<file path="config.mk">
export PLATFORM = sky130hd
export DESIGN_NAME = nl2_dbank_bresp_gen_flat
export DESIGN_NICKNAME = d
export VERILOG_FILES = /design/src/rtl/nl2_dbank_pkg.sv /design/src/rtl/nl2_dbank_bresp_gen_if.sv /design/src/rtl/nl2_dbank_bresp_fifo.sv /design/src/rtl/nl2_dbank_bresp_gen.sv /design/src/flat_wrapper.sv
export SDC_FILE = /design/constraint.sdc
export NUM_CORES = 1
export LEC_CHECK = 0
export ABC_AREA = 1
export BUFFER_PORTS_ARGS = -buffer_cell sky130_fd_sc_hd__buf_2
export CORE_MARGIN = 8
export CORE_UTILIZATION = 64
export CTS_BUF_LIST = sky130_fd_sc_hd__clkbuf_8
export CTS_CLUSTER_DIAMETER = 150
export CTS_CLUSTER_SIZE = 20
export DETAILED_ROUTE_END_ITERATION = 10
export PLACE_DENSITY = 0.88
export SLEW_MARGIN = 0
export SYNTH_ARGS = -nofsm -noshare
export SYNTH_HDL_FRONTEND = slang
export SYNTH_SLANG_ARGS = --single-unit
</file>
<file path="constraint.sdc">
create_clock -name axi_clk -period 5.7 [get_ports axi_clk]
set_input_delay 0 -clock axi_clk [delete_from_list [all_inputs] [get_ports axi_clk]]
set_output_delay 0 -clock axi_clk [all_outputs]
set_load 0.05 [all_outputs]
</file>
<file path="src/rtl/nl2_dbank_pkg.sv">
// Shared definitions for the dbank write-response path.
// Holds the AXI response codes, the exclusive-monitor error bit position
// and the AW classification helper used when a response entry is queued.
package nl2_dbank_pkg;

    localparam int unsigned RESP_W            = 2;
    localparam int unsigned EXCL_ERR_W        = 2;
    localparam int unsigned EXCL_ERR_FAIL_BIT = 1;

    localparam logic [RESP_W-1:0] AXI_RESP_OKAY   = 2'b00;
    localparam logic [RESP_W-1:0] AXI_RESP_EXOKAY = 2'b01;

    // Response code and kill decision for one AW command; the ID-carrying
    // entry type depends on the ID width, so it is declared in the top.
    typedef struct packed {
        logic [RESP_W-1:0] resp;
        logic              kill;
    } bresp_cls_t;

    // Classify an accepted AW: plain writes get OKAY, exclusive writes that
    // the monitor passed get EXOKAY, failed exclusives are killed with OKAY.
    function automatic bresp_cls_t classify_aw(input logic                  awlock,
                                               input logic [EXCL_ERR_W-1:0] excl_err);
        bresp_cls_t cls;
        cls.resp = AXI_RESP_OKAY;
        cls.kill = 1'b0;
        if (awlock) begin
            if (excl_err[EXCL_ERR_FAIL_BIT]) begin
                cls.kill = 1'b1;
            end else begin
                cls.resp = AXI_RESP_EXOKAY;
            end
        end
        return cls;
    endfunction

endpackage

</file>
<file path="src/rtl/nl2_dbank_bresp_gen_if.sv">
// Signal bundle between the AXI master, exclusive monitor, bank and the
// write-response generator.
//   slave  : the response generator (consumes AW/B-ready/bank status,
//            produces AW-ready, kill, B channel and the overflow flag)
//   master : the surrounding environment (master, monitor and bank side)
interface nl2_dbank_bresp_gen_if #(
    parameter int unsigned WR_ID_SIZE = 1
);
    import nl2_dbank_pkg::*;

    logic                  axi_awvalid;
    logic                  axi_awlock;
    logic [WR_ID_SIZE-1:0] axi_awid;
    logic                  bnk_awready;
    logic                  axi_awready;
    logic [EXCL_ERR_W-1:0] excl_err;
    logic                  bnk_cmd_kill;
    logic                  bnk_wr_done;
    logic                  axi_bvalid;
    logic                  axi_bready;
    logic [WR_ID_SIZE-1:0] axi_bid;
    logic [RESP_W-1:0]     axi_bresp;
    logic                  resp_overflow_err;

    modport slave (
        input  axi_awvalid, axi_awlock, axi_awid, bnk_awready, excl_err,
               bnk_wr_done, axi_bready,
        output axi_awready, bnk_cmd_kill, axi_bvalid, axi_bid, axi_bresp,
               resp_overflow_err
    );

    modport master (
        output axi_awvalid, axi_awlock, axi_awid, bnk_awready, excl_err,
               bnk_wr_done, axi_bready,
        input  axi_awready, bnk_cmd_kill, axi_bvalid, axi_bid, axi_bresp,
               resp_overflow_err
    );

endinterface

</file>
<file path="src/rtl/nl2_dbank_bresp_fifo.sv">
// Generic synchronous in-order FIFO.
// Ports:
//   axi_clk, rst_a : clock, asynchronous active-high reset
//   push, din      : write request and data (ignored while full)
//   pop            : read request (ignored while empty)
//   dout           : head entry, read straight from the storage registers
//   full, empty    : status decoded from the registered pointers only
module nl2_dbank_bresp_fifo #(
    parameter int unsigned DATA_W = 4,
    parameter int unsigned DEPTH  = 4
) (
    input  logic              axi_clk,
    input  logic              rst_a,
    input  logic              push,
    input  logic [DATA_W-1:0] din,
    input  logic              pop,
    output logic [DATA_W-1:0] dout,
    output logic              full,
    output logic              empty
);

    localparam int unsigned IDX_W = $clog2(DEPTH);
    localparam int unsigned PTR_W = IDX_W + 1;

    logic [PTR_W-1:0]  wr_ptr;
    logic [PTR_W-1:0]  rd_ptr;
    logic [DATA_W-1:0] mem [DEPTH];
    logic              push_ok;
    logic              pop_ok;

    // Extra pointer MSB separates the full and empty cases when indices match.
    assign full  = (wr_ptr[IDX_W] != rd_ptr[IDX_W]) &&
                   (wr_ptr[IDX_W-1:0] == rd_ptr[IDX_W-1:0]);
    assign empty = (wr_ptr == rd_ptr);

    assign push_ok = push & ~full;
    assign pop_ok  = pop & ~empty;

    assign dout = mem[rd_ptr[IDX_W-1:0]];

    // Pointer update; both ends may move in the same cycle.
    always_ff @(posedge axi_clk or posedge rst_a) begin
        if (rst_a) begin
            wr_ptr <= '0;
            rd_ptr <= '0;
        end else begin
            if (push_ok) begin
                wr_ptr <= wr_ptr + PTR_W'(1);
            end
            if (pop_ok) begin
                rd_ptr <= rd_ptr + PTR_W'(1);
            end
        end
    end

    // Storage; stale contents are harmless because the reader qualifies them.
    always_ff @(posedge axi_clk) begin
        if (push_ok) begin
            mem[wr_ptr[IDX_W-1:0]] <= din;
        end
    end

endmodule

</file>
<file path="src/rtl/nl2_dbank_bresp_gen.sv">
// dbank write-response generator, downstream of the exclusive monitor.
// Queues one response entry per accepted AW, kills failed exclusive writes
// toward the bank and returns BID/BRESP in order once the bank has finished
// the write (or right away for killed writes).
// Ports:
//   axi_clk, rst_a : clock, asynchronous active-high reset
//   bus (slave)    : AW handshake and exclusive-monitor status, bank ready,
//                    kill pulse and write-done, AXI B channel, sticky
//                    response-overflow error
module nl2_dbank_bresp_gen
    import nl2_dbank_pkg::*;
#(
    parameter int unsigned WR_ID_SIZE = 1,
    parameter int unsigned DEPTH      = 4
) (
    input  logic                  axi_clk,
    input  logic                  rst_a,
    nl2_dbank_bresp_gen_if.slave  bus
);

    localparam int unsigned CNT_W = $clog2(DEPTH) + 1;

    typedef struct packed {
        logic [WR_ID_SIZE-1:0] id;
        logic [RESP_W-1:0]     resp;
        logic                  kill;
    } bresp_entry_t;

    localparam int unsigned ENTRY_W = $bits(bresp_entry_t);

    bresp_cls_t   aw_cls;
    bresp_entry_t push_entry;
    bresp_entry_t head;
    logic         full;
    logic         empty;
    logic         push;
    logic         pop;
    logic         push_live;
    logic         pop_live;
    logic         bvalid_int;
    logic         no_live;
    logic         done_ok;
    logic         kill_q;
    logic         overflow_q;
    logic [CNT_W-1:0] done_cnt;
    logic [CNT_W-1:0] nk_cnt;

    // AW acceptance; full comes from registered pointers only.
    assign bus.axi_awready = bus.bnk_awready & ~full;
    assign push            = bus.axi_awvalid & bus.axi_awready;

    assign aw_cls          = classify_aw(bus.axi_awlock, bus.excl_err);
    assign push_entry.id   = bus.axi_awid;
    assign push_entry.resp = aw_cls.resp;
    assign push_entry.kill = aw_cls.kill;

    nl2_dbank_bresp_fifo #(
        .DATA_W (ENTRY_W),
        .DEPTH  (DEPTH)
    ) u_fifo (
        .axi_clk (axi_clk),
        .rst_a   (rst_a),
        .push    (push),
        .din     (push_entry),
        .pop     (pop),
        .dout    (head),
        .full    (full),
        .empty   (empty)
    );

    // B valid decodes only flop state, so it holds until the handshake pops.
    assign bvalid_int = ~empty & (head.kill | (done_cnt != '0));
    assign pop        = bvalid_int & bus.axi_bready;
    assign pop_live   = pop & ~head.kill;
    assign push_live  = push & ~aw_cls.kill;

    // A completion is only credible if some non-killed write is still
    // waiting for one (queued non-killed entries exceed collected dones).
    assign no_live = (nk_cnt == done_cnt);
    assign done_ok = bus.bnk_wr_done & ~no_live;

    assign bus.axi_bvalid        = bvalid_int;
    assign bus.axi_bid           = bvalid_int ? head.id   : '0;
    assign bus.axi_bresp         = bvalid_int ? head.resp : AXI_RESP_OKAY;
    assign bus.bnk_cmd_kill      = kill_q;
    assign bus.resp_overflow_err = overflow_q;

    // Kill pulse and sticky overflow flag.
    always_ff @(posedge axi_clk or posedge rst_a) begin
        if (rst_a) begin
            kill_q     <= 1'b0;
            overflow_q <= 1'b0;
        end else begin
            kill_q     <= push & aw_cls.kill;
            overflow_q <= overflow_q | (bus.bnk_wr_done & no_live);
        end
    end

    // Completions collected but not yet returned on B.
    always_ff @(posedge axi_clk or posedge rst_a) begin
        if (rst_a) begin
            done_cnt <= '0;
        end else begin
            case ({done_ok, pop_live})
                2'b10:   done_cnt <= done_cnt + CNT_W'(1);
                2'b01:   done_cnt <= done_cnt - CNT_W'(1);
                default: done_cnt <= done_cnt;
            endcase
        end
    end

    // Non-killed entries currently in the FIFO.
    always_ff @(posedge axi_clk or posedge rst_a) begin
        if (rst_a) begin
            nk_cnt <= '0;
        end else begin
            case ({push_live, pop_live})
                2'b10:   nk_cnt <= nk_cnt + CNT_W'(1);
                2'b01:   nk_cnt <= nk_cnt - CNT_W'(1);
                default: nk_cnt <= nk_cnt;
            endcase
        end
    end

endmodule

</file>
<file path="src/flat_wrapper.sv">
// flat-port wrapper written by rule: the top's interface ports become plain ports
module nl2_dbank_bresp_gen_flat import nl2_dbank_pkg::*;
#(
    parameter int unsigned WR_ID_SIZE = 1,
    parameter int unsigned DEPTH      = 4
)
  (axi_clk, rst_a, bus_axi_awvalid, bus_axi_awlock, bus_axi_awid, bus_bnk_awready, bus_excl_err, bus_bnk_wr_done, bus_axi_bready, bus_axi_awready, bus_bnk_cmd_kill, bus_axi_bvalid, bus_axi_bid, bus_axi_bresp, bus_resp_overflow_err);
  nl2_dbank_bresp_gen_if #(.WR_ID_SIZE(WR_ID_SIZE)) bus_i ();
  input  logic axi_clk;
  input  logic rst_a;
  input wire logic [$bits(bus_i.axi_awvalid)-1:0] bus_axi_awvalid;
  input wire logic [$bits(bus_i.axi_awlock)-1:0] bus_axi_awlock;
  input wire logic [$bits(bus_i.axi_awid)-1:0] bus_axi_awid;
  input wire logic [$bits(bus_i.bnk_awready)-1:0] bus_bnk_awready;
  input wire logic [$bits(bus_i.excl_err)-1:0] bus_excl_err;
  input wire logic [$bits(bus_i.bnk_wr_done)-1:0] bus_bnk_wr_done;
  input wire logic [$bits(bus_i.axi_bready)-1:0] bus_axi_bready;
  output wire logic [$bits(bus_i.axi_awready)-1:0] bus_axi_awready;
  output wire logic [$bits(bus_i.bnk_cmd_kill)-1:0] bus_bnk_cmd_kill;
  output wire logic [$bits(bus_i.axi_bvalid)-1:0] bus_axi_bvalid;
  output wire logic [$bits(bus_i.axi_bid)-1:0] bus_axi_bid;
  output wire logic [$bits(bus_i.axi_bresp)-1:0] bus_axi_bresp;
  output wire logic [$bits(bus_i.resp_overflow_err)-1:0] bus_resp_overflow_err;
  assign bus_i.axi_awvalid = bus_axi_awvalid;
  assign bus_i.axi_awlock = bus_axi_awlock;
  assign bus_i.axi_awid = bus_axi_awid;
  assign bus_i.bnk_awready = bus_bnk_awready;
  assign bus_i.excl_err = bus_excl_err;
  assign bus_i.bnk_wr_done = bus_bnk_wr_done;
  assign bus_i.axi_bready = bus_axi_bready;
  assign bus_axi_awready = bus_i.axi_awready;
  assign bus_bnk_cmd_kill = bus_i.bnk_cmd_kill;
  assign bus_axi_bvalid = bus_i.axi_bvalid;
  assign bus_axi_bid = bus_i.axi_bid;
  assign bus_axi_bresp = bus_i.axi_bresp;
  assign bus_resp_overflow_err = bus_i.resp_overflow_err;
  nl2_dbank_bresp_gen #(.WR_ID_SIZE(WR_ID_SIZE), .DEPTH(DEPTH)) u_core (.axi_clk(axi_clk), .rst_a(rst_a), .bus(bus_i));
endmodule
</file>
; ---- After elaboration in Yosys (flattened, before gate mapping)
; Memories as Yosys holds them, arrays and structs flattened.
; Cells that the tools add are included.
[op_classes]
eq_ne = 8
n_reduce_logical = 4
bitwise_logic = 18
muxes = 9
add_sub_neg = 6
[ops]
columns = operator, n
row1 = "adder 3 x 1 -> 3 bit, second input constant", 4
row2 = one-hot mux 3 bit (2 select lines), 2
row3 = AND 1 bit, 11
row4 = == test 3 bit, 2
row5 = "subtractor 3 x 1 -> 3 bit, second input constant", 2
row6 = 2-to-1 mux 1 bit, 5
row7 = NOT 1 bit, 5
row8 = "== test 2 x 1 -> 1 bit, second input constant", 2
row9 = "== test 2 bit, second input constant", 2
row10 = nonzero test 2 bit, 2
row11 = 2-to-1 mux 3 bit, 1
row12 = nonzero test 3 bit, 1
row13 = == test 2 bit, 1
row14 = 2-to-1 mux 2 bit, 1
row15 = OR 1 bit, 2
row16 = logical AND 1 bit, 1
row17 = != test 1 bit, 1
[word_totals]
ramBits = 16
regBits = 14
n_memories = 1
word_cells = 52
input_bits = 10
output_inout_bits = 7
[memory_table]
columns = name, depth, width, read_ports, rd_clocked_by_memory_dff, wr, line_no
row1 = u_core.u_fifo.mem, 4, 4, 1, 0, 1, nl2_dbank_bresp_fifo.sv:27  ; logic [DATA_W-1:0] mem [DEPTH];

; ---- Longest topological paths before layout
; Gate-level depths: netlist of the first run.
[depth]
ltp_word = 8
mapped_depth = 14
ltp_nobuf = 14

; ---- Hierarchy
; Synthesis of the first run repeated with hierarchy kept, for this count alone.
[unflattened]
cells_unflattened = 172
area_unflattened_um2 = 1596.5
[modules_own_cells]
columns = mod, area_each_um2, n_inst, cells_each, seq_area_each_um2
row1 = nl2_dbank_bresp_fifo, 1048.5, 1, 100, 630.6
row2 = nl2_dbank_bresp_gen, 548.0, 1, 72, 200.2

; ---- Worst setup path after synthesis of the first run
; Ideal clock, no wire load.
[synth_timing]
kind = reg-to-reg
start = register u_core.u_fifo.rd_ptr[0]
end = register u_core.nk_cnt[2]
t_required_ns = 5.576
path_stages_with_launch = 15
t_arrival_ns = 2.149
period_less_slack_ns = 2.274
n_path_buf = 1
setup_slack_ns = 3.426
setup_ns = 0.124
cell_sequence = dfrtp_1 buf_6 inv_8 nand2_1 nand2_2 nand3_4 nand2_1 inv_1 nand3_1 ha_1 inv_1 fa_1 a21oi_1 o21ai_0 xnor2_1
[synth_between]
elab_chain_len = 8
elab_cells_between_ends = 18
cone_classes = eq/ne (4) / mux (1) / bitwise (10) / reduce/logical (2) / memory (1)
[synth_lines]
columns = item, line_no
row1 = "start, declared", nl2_dbank_bresp_fifo.sv:26  ; logic [PTR_W-1:0] rd_ptr;
row2 = "start signal, assigned", nl2_dbank_bresp_fifo.sv:51  ; rd_ptr <= rd_ptr + PTR_W'(1);
row3 = == test 2 bit (*), nl2_dbank_bresp_fifo.sv:33  ; (wr_ptr[IDX_W-1:0] == rd_ptr[IDX_W-1:0]);
row4 = logical AND 1 bit (*), nl2_dbank_bresp_fifo.sv:32  ; assign full = (wr_ptr[IDX_W] != rd_ptr[IDX_W]) &&
row5 = NOT 1 bit (*), nl2_dbank_bresp_gen.sv:49  ; assign bus.axi_awready = bus.bnk_awready & ~full;
row6 = AND 1 bit (*), nl2_dbank_bresp_gen.sv:49
row7 = via bus_axi_awready, flat_wrapper.sv:18  ; output wire logic [$bits(bus_i.axi_awready)-1:0] bus_axi_awready;
row8 = AND 1 bit (*), nl2_dbank_bresp_gen.sv:50  ; assign push = bus.axi_awvalid & bus.axi_awready;
row9 = AND 1 bit (*), nl2_dbank_bresp_gen.sv:75  ; assign push_live = push & ~aw_cls.kill;
row10 = == test 2 x 1 -> 1 bit or == test 2 bit (tied branches), nl2_dbank_bresp_gen.sv:117  ; case ({push_live, pop_live})
row11 = one-hot mux 3 bit (2 select lines) or nonzero test 2 bit (tied branches), --
row12 = "end signal, assigned", nl2_dbank_bresp_gen.sv:118  ; 2'b10: nk_cnt <= nk_cnt + CNT_W'(1);
row13 = "end signal, assigned", nl2_dbank_bresp_gen.sv:119  ; 2'b01: nk_cnt <= nk_cnt - CNT_W'(1);
row14 = "end signal, assigned", nl2_dbank_bresp_gen.sv:120  ; default: nk_cnt <= nk_cnt;
row15 = "end, declared", nl2_dbank_bresp_gen.sv:46  ; logic [CNT_W-1:0] nk_cnt;
; The timed path passes the listed nets; every way through them passes the cells marked *.
; A chain may end at the register's enable or synchronous reset.

; ---- Worst setup path after layout of the first run
[layout_timing]
start = register u_core.u_fifo.rd_ptr[0]
end = register u_core.nk_cnt[2]
[layout_between]
elab_chain_len = 8
elab_cells_between_ends = 18
cone_classes = eq/ne (4) / mux (1) / bitwise (10) / reduce/logical (2) / memory (1)
[layout_lines]
columns = item
row1 = "parallel branches: the longest is 8 deep, another holds memory (4 x 4 bit)"
; Several ways; the timed one is not identified.

==> results of run 1 <==
[synthesized netlist by cell type]
cell / count / area, µm²
nand2_1: 29 / 109
inv_8: 1 / 11.3
nand4_1: 7 / 43.8
xnor2_1: 7 / 61.3
a21oi_1: 4 / 20.0
nor2_1: 14 / 52.6
fa_1: 2 / 40.0
nand3_2: 2 / 20.0
o21bai_1: 1 / 7.51
o21ai_0: 8 / 40.0
nand3_1: 4 / 20.0
nand3_4: 2 / 35.0
conb_1: 1 / 3.75
inv_1: 22 / 82.6
dfrtp_1: 14 / 350
xor2_1: 2 / 17.5
ha_1: 7 / 87.6
inv_2: 1 / 3.75
nand2_2: 4 / 25.0
buf_4: 1 / 7.51
edfxtp_1: 12 / 360
buf_6: 1 / 11.3
nor3_1: 1 / 5.00
[state kept, by name, summed over array words and instances (netlist names)]
register,count
u_core.u_fifo.mem,12
u_core.done_cnt,3
u_core.nk_cnt,3
u_core.u_fifo.rd_ptr,3
u_core.u_fifo.wr_ptr,3
u_core.bus.bnk_cmd_kill,1
u_core.bus.resp_overflow_err,1
[worst max-delay path: stages (launching register included)]
cell and delay [ns]:
dfrtp_1 0.65, nand2_1 0.10, nand3_1 0.10, nand2_1 0.08
nand2_2 0.12, nand4_1 0.09, inv_1 0.12, ha_1 0.16
inv_1 0.07, fa_1 0.41, a21oi_1 0.17, o21ai_0 0.13
xnor2_1 0.14
[path summary, 6_finish.rpt]
check / cells after the start / slack, ns / start / to
worst min-delay path: 3 / 0.03 / bus_axi_bready / u_core.u_fifo.rd_ptr[2]
max in group asynchronous: 3 / 5.04 / rst_a / u_core.u_fifo.wr_ptr[1]
worst min register to register: 1 / 0.48 / u_core.bus.resp_overflow_err / u_core.bus.resp_overflow_err
worst max-delay path: 12 / 3.24 / u_core.u_fifo.rd_ptr[0] / u_core.nk_cnt[2]
worst max register to register: 12 / 3.24 / u_core.u_fifo.rd_ptr[0] / u_core.nk_cnt[2]
min in group asynchronous: 3 / 0.31 / rst_a / u_core.u_fifo.rd_ptr[1]
[layer usage]
metal  vias up  track usage
met5         -            0
met4         0       0.0684
met3         8       0.0305
met2        54        0.264
met1       530        0.165
li1        508            -
[power by group through the flow]
stage | registers (mW) | logic [mW] | clock network (mW)
floorplan | 0.305 | 0.394 | 0
global placement | 0.322 | 0.444 | 0
detailed placement | 0.328 | 0.479 | 0
CTS | 0.325 | 0.487 | 0.103
global route | 0.334 | 0.538 | 0.110
finish | 0.326 | 0.483 | 0.104
[what timing repair did]
| item | in CTS | in global routing |
|---|---|---|
| hold buffers | 3 | 0 |
| setup buffers | 0 | 0 |
| endpoints found under the hold margin | 19 | 0 |
[cell usage in the layout (no fill, tap or decap)]
master	Yosys	layout
a21oi_1	4	4
buf_2	0	14
clkbuf_8	0	3
conb_1	1	1
dfrtp_1	14	14
dlygate4sd3_1	0	3
edfxtp_1	12	12
fa_1	2	2
ha_1	7	7
inv_1	22	23
inv_2	1	1
inv_8	1	1
nand2_1	29	29
nand2_2	4	4
nand3_1	4	4
nand3_2	2	2
nand3_4	2	2
nand4_1	7	7
nor2_1	14	14
nor3_1	1	1
o21ai_0	8	8
o21bai_1	1	1
xnor2_1	7	7
xor2_1	2	2
[cells by family (layout without fill, tap and decap cells)]
family          Yosys count  count (layout)  share of synthesized area
buf+inv                  26              45                     0.0822
flops                    26              26                      0.502
other cells               1               1                    0.00265
xor+xnor                  9               9                     0.0557
fa+ha+maj                 9               9                     0.0902
simple gates             63              63                      0.219
compound gates           13              13                     0.0477
[per-stage QoR]
step	util	worst slack (ns)	power [mW]	instance area [µm²]	hold slack, ns
4_1_cts	0.734	3.24	0.915	1580	0.0320
3_3_place_gp	0.699	3.41	0.766	1500	0.0568
2_1_floorplan	-	3.43	0.699	1420	-0.111
3_5_place_dp	0.699	3.27	0.807	1500	0.0671
5_1_grt	0.734	3.02	0.981	1580	0.0473
6_report	0.734	3.24	0.912	1580	0.0319
[cell type report]
| class | count | area [µm²] |
|---|---|---|
| sequential | 26 | 711 |
| multi-input combinational | 95 | 588 |
| fill | 151 | 572 |
| timing repair buffer | 17 | 100 |
| inverter | 24 | 97.6 |
| clock buffer | 3 | 41.3 |
| tap | 28 | 35.0 |
| clock inverter | 1 | 3.75 |
==> reports/metrics.yaml, run 1 <==
drt:
  avgRoutedWirePerCell_um: 14.6
  wl_met3_um: 204
  drt-met1-wl_mm: 1.10
  ant_nets: 0
  drc: 0
  wl_met2_mm: 1.46
  top_layer_used: "met4"
  drt_wl_total_mm: 2.83
  via_count: 1100
  drt-pass1-iter-count: 4
  viasPerCell: 5.67
  drt_iter0_drc: 39
synth:
  syn_area_um2: 1420
  ys_seq_area_frac: 0.502
  synthCells: 147
  synth.distinct_cells: 23
  synth-warning-count: 0
  avgSynthCellArea_um2: 9.63
  synth_seq_cells: 26
  syn_nets: 166
power_and_ir_drop:
  power_density_nw_per_um2: 579
  clkPwrFrac: 0.114
  power.leakage_nw: 0.749
  power_frac_seq: 0.357
  switching_share: 0.487
  switching_power_uw: 444
  combPwrFrac: 0.529
  worst_ir_drop_vdd_mv: 0.309
  p_int_uw: 468
cts:
  htree_levels: 1
  clockBufferDepth: 2
  insertion_delay_ns: 0.27
  cts.repair.resized: 0
  cts_tree: "done"
  cts-buffers-inserted: 3
  cts.clk_slew.worst_paths_ns: 0.09
  cts_sinks: 26
  cts_root_buf: "clkbuf_8"
worst_setup_path:
  criticalPathCategory: "flip-flop to flip-flop"
  start_kind: "flip-flop"
  end_kind: "flip-flop"
  crit_fanout: 10
  required_ns: 5.86
  worst_ep_arrival_time_ns: 2.61
timing:
  layout_min_cycle_time_ns: 2.46
  fmaxAchievable_ghz: 0.407
  maxSlewHeadroom: 0.640
  rsz0062_at_grt: "false"
  tightest_slew_ns: 0.540
  maxSlewViolCount: 0
  hold_violations: 0
  final.setup.tns_ns: 0
  finalSetupViolCount: 0
  fin_crit_sh: 0.431
  fin_skew_ns: 0.00247
floorplanning:
  die_h_um: 63.0
  die_w_um: 63.0
  die-area_um2: 3970
  coreArea_um2: 2150
  io_pins: 17
  fp-row-count: 17
  initial_utilization: 0.659
grt:
  grt_usage: 0.149
  grt_first_pass_wirelength_mm: 4.74
  grt_pass1_vias: 1090
  antenna_found_initial: 0
  overflow: 0
  grt_max_degree: 15
final_layout:
  final_net_count: 186
  drive_gt1_frac: 0.163
  instances_no_fill: 194
  synthToLayoutAreaGrowth_pct: 11.4
  antenna_cells: 0
placed_design:
  dp_cells: 187
  numPortBuffers: 14
  place.gp.congestion: 0.765
  dp_hpwl_mm: 2.16
hold_path:
  min_path_type: "primary input to flip-flop"
status:
  status: "completed"
flow_run:
  cap_violations: 0
(Power assumes the default switching activity.)
==> inputs of run 2 (changes only) <==
- CORE_UTILIZATION: 64 -> 54
- PLACE_DENSITY: 0.88 -> 0.79
- clock period: 5.7 -> 2.2 ns (I/O delays scaled with it)
==> run 2 against run 1 <==
Clock power increased to 3.8 times the previous value; final area increased by 13%; routed wire length increased by 8.0%; global-route usage decreased by 0.89 points; via count decreased by 2.0%; total power increased to 3.1 times the previous value; worst setup slack got worse by 3.2 ns; core utilization decreased by 1.4 points; sequential power increased to 2.6 times the previous value; clock-buffer cell count unchanged; largest cell class unchanged; largest power group unchanged.
==> reports/metrics.yaml, run 2 (same netlist as run 1, synthesis figures left out) <==
grt:
  antenna_found_initial: 0
  grt_usage: 0.140
  grt_first_pass_wirelength_mm: 4.75
  grt_pass1_vias: 1051
  grt_max_degree: 16
  overflow: 0
floorplanning:
  io_pins: 17
  die_w_um: 67.2
  initial_utilization: 0.571
  fp-row-count: 18
  die_h_um: 67.2
  die-area_um2: 4510
  coreArea_um2: 2480
timing:
  rsz0062_at_grt: "true"
  fin_skew_ns: 0.00157
  maxSlewViolCount: 0
  fin_crit_sh: 0.982
  maxSlewHeadroom: 0.614
  hold_violations: 0
  tightest_slew_ns: 0.579
  fmaxAchievable_ghz: 0.463
  layout_min_cycle_time_ns: 2.16
  finalSetupViolCount: 0
worst_setup_path:
  reg2reg_from: "u_core.u_fifo.rd_ptr[0]"
  worstRegToRegCells: 14
  criticalPathCategory: "flip-flop to flip-flop"
  r2r-end: "u_core.nk_cnt[2]"
  r2r_slack_ns: 0.04
  end_kind: "flip-flop"
  crit_fanout: 8
  worst_ep_arrival_time_ns: 2.33
  required_ns: 2.37
  start_kind: "flip-flop"
hold_path:
  min_path_cells: 3
  holdCritStartpoint: "bus_axi_bready"
  min_path_type: "primary input to flip-flop"
  worstHoldEndpoint: "u_core.u_fifo.rd_ptr[2]"
power_and_ir_drop:
  power_density_nw_per_um2: 1570
  power.leakage_nw: 0.823
  worst_ir_drop_vdd_mv: 0.999
drt:
  drt_iter0_drc: 48
  via_count: 1078
  drt-pass1-iter-count: 4
  viasPerCell: 5.18
  avgRoutedWirePerCell_um: 14.7
  drc: 0
  drt_wl_total_mm: 3.06
  ant_nets: 0
final_layout:
  final_net_count: 198
  design_area_um2: 1780
  fillCellCount: 183
  largest_reg_flops: 12
  mostFrequentLayoutCell: "nand2_1"
  synthToLayoutAreaGrowth_pct: 26.1
  instances_no_fill: 208
  antenna_cells: 0
  multi_input_area_um2: 658
  regArea_um2: 713
  most-common-layout-cells: "nand2_1 (23), inv_1 (19), nor2_1 (14), buf_2 (14)"
  drive_gt1_frac: 0.331
placed_design:
  place_area_um2: 1570
  dp_cells: 194
  dp_hpwl_mm: 2.07
  place.gp.congestion: 0.772
  numPortBuffers: 14
flow_run:
  cap_violations: 0
status:
  status: "completed"
cts:
  cts_sinks: 26
  cts_root_buf: "clkbuf_8"
  insertion_delay_ns: 0.27
  htree_levels: 1
  cts-buffers-inserted: 3
  cts_tree: "done"
  clockBufferDepth: 2
  cts.clk_slew.worst_paths_ns: 0.09
[run 2: stage by stage]
step	hold WS, ns	TNS [ns]	worst slack (ns)	total power, mW	util
2_1_floorplan	-0.111	-0.0581	-0.0581	1.85	-
3_3_place_gp	0.0676	0	0.0887	2.10	0.634
3_5_place_dp	0.0806	0	0.0129	2.18	0.634
4_1_cts	0.0228	0	0.00417	2.60	0.675
5_1_grt	0.0304	-0.258	-0.100	3.01	0.720
6_report	0.0246	0	0.0399	2.80	0.720
[run 2: worst max-delay path, cell delays in order (launching register included)]
cell and delay, ns:
dfrtp_2 0.50, inv_8 0.11, nand2_4 0.05, nand3_2 0.07, nand2_2 0.07, nand2_2 0.06, nand4_1 0.12, inv_2 0.10
buf_6 0.10, ha_4 0.13, inv_4 0.04, fa_2 0.37, a21oi_2 0.14, o21ai_1 0.08, xnor2_1 0.12
[run 2: how the worst max path moves through the flow]
stage	startpoint	to	slack [ns]	cells past startpoint
floorplan	u_core.u_fifo.rd_ptr[0]	u_core.nk_cnt[2]	-0.06	14
global placement	u_core.u_fifo.rd_ptr[0]	u_core.done_cnt[2]	0.09	12
detailed placement	u_core.u_fifo.rd_ptr[1]	u_core.done_cnt[2]	0.01	12
CTS	u_core.u_fifo.rd_ptr[0]	u_core.done_cnt[2]	0.004	13
global route	u_core.u_fifo.rd_ptr[0]	u_core.nk_cnt[2]	-0.1	13
finish	u_core.u_fifo.rd_ptr[0]	u_core.nk_cnt[2]	0.04	14
[run 2: where the power goes]
group          total, mW  internal (mW)  leakage, nW  switching (mW)
combinational       1.56          0.627        0.511           0.928
clock              0.395          0.244       0.0357           0.151
sequential         0.845          0.660        0.277           0.185
total               2.80           1.53        0.823            1.26
[run 2: cell type report]
class / count / share of cell area
Clock buffer: 3 / 0.0231
Clock inverter: 1 / 0.0168
Inverter: 24 / 0.0596
Multi-Input combinational cell: 95 / 0.369
Sequential cell: 26 / 0.400
Tap cell: 30 / 0.0210
Timing Repair Buffer: 29 / 0.111
[run 2: timing repair]
item | in CTS | in global routing
resized for setup | 1 | 19
pin swaps | 0 | 9
hold buffers | 3 | 0
endpoints found under the setup margin | 1 | 3
buffers inserted | 0 | 7
endpoints found under the hold margin | 19 | 0
[run 2: routing by layer]
layer,GRT usage,vias up,part of all wire
met5,0,-,0
met4,0.0627,0,0.016
met3,0.0331,5,0.050
met2,0.232,28,0.51
met1,0.170,514,0.43
li1,-,531,-
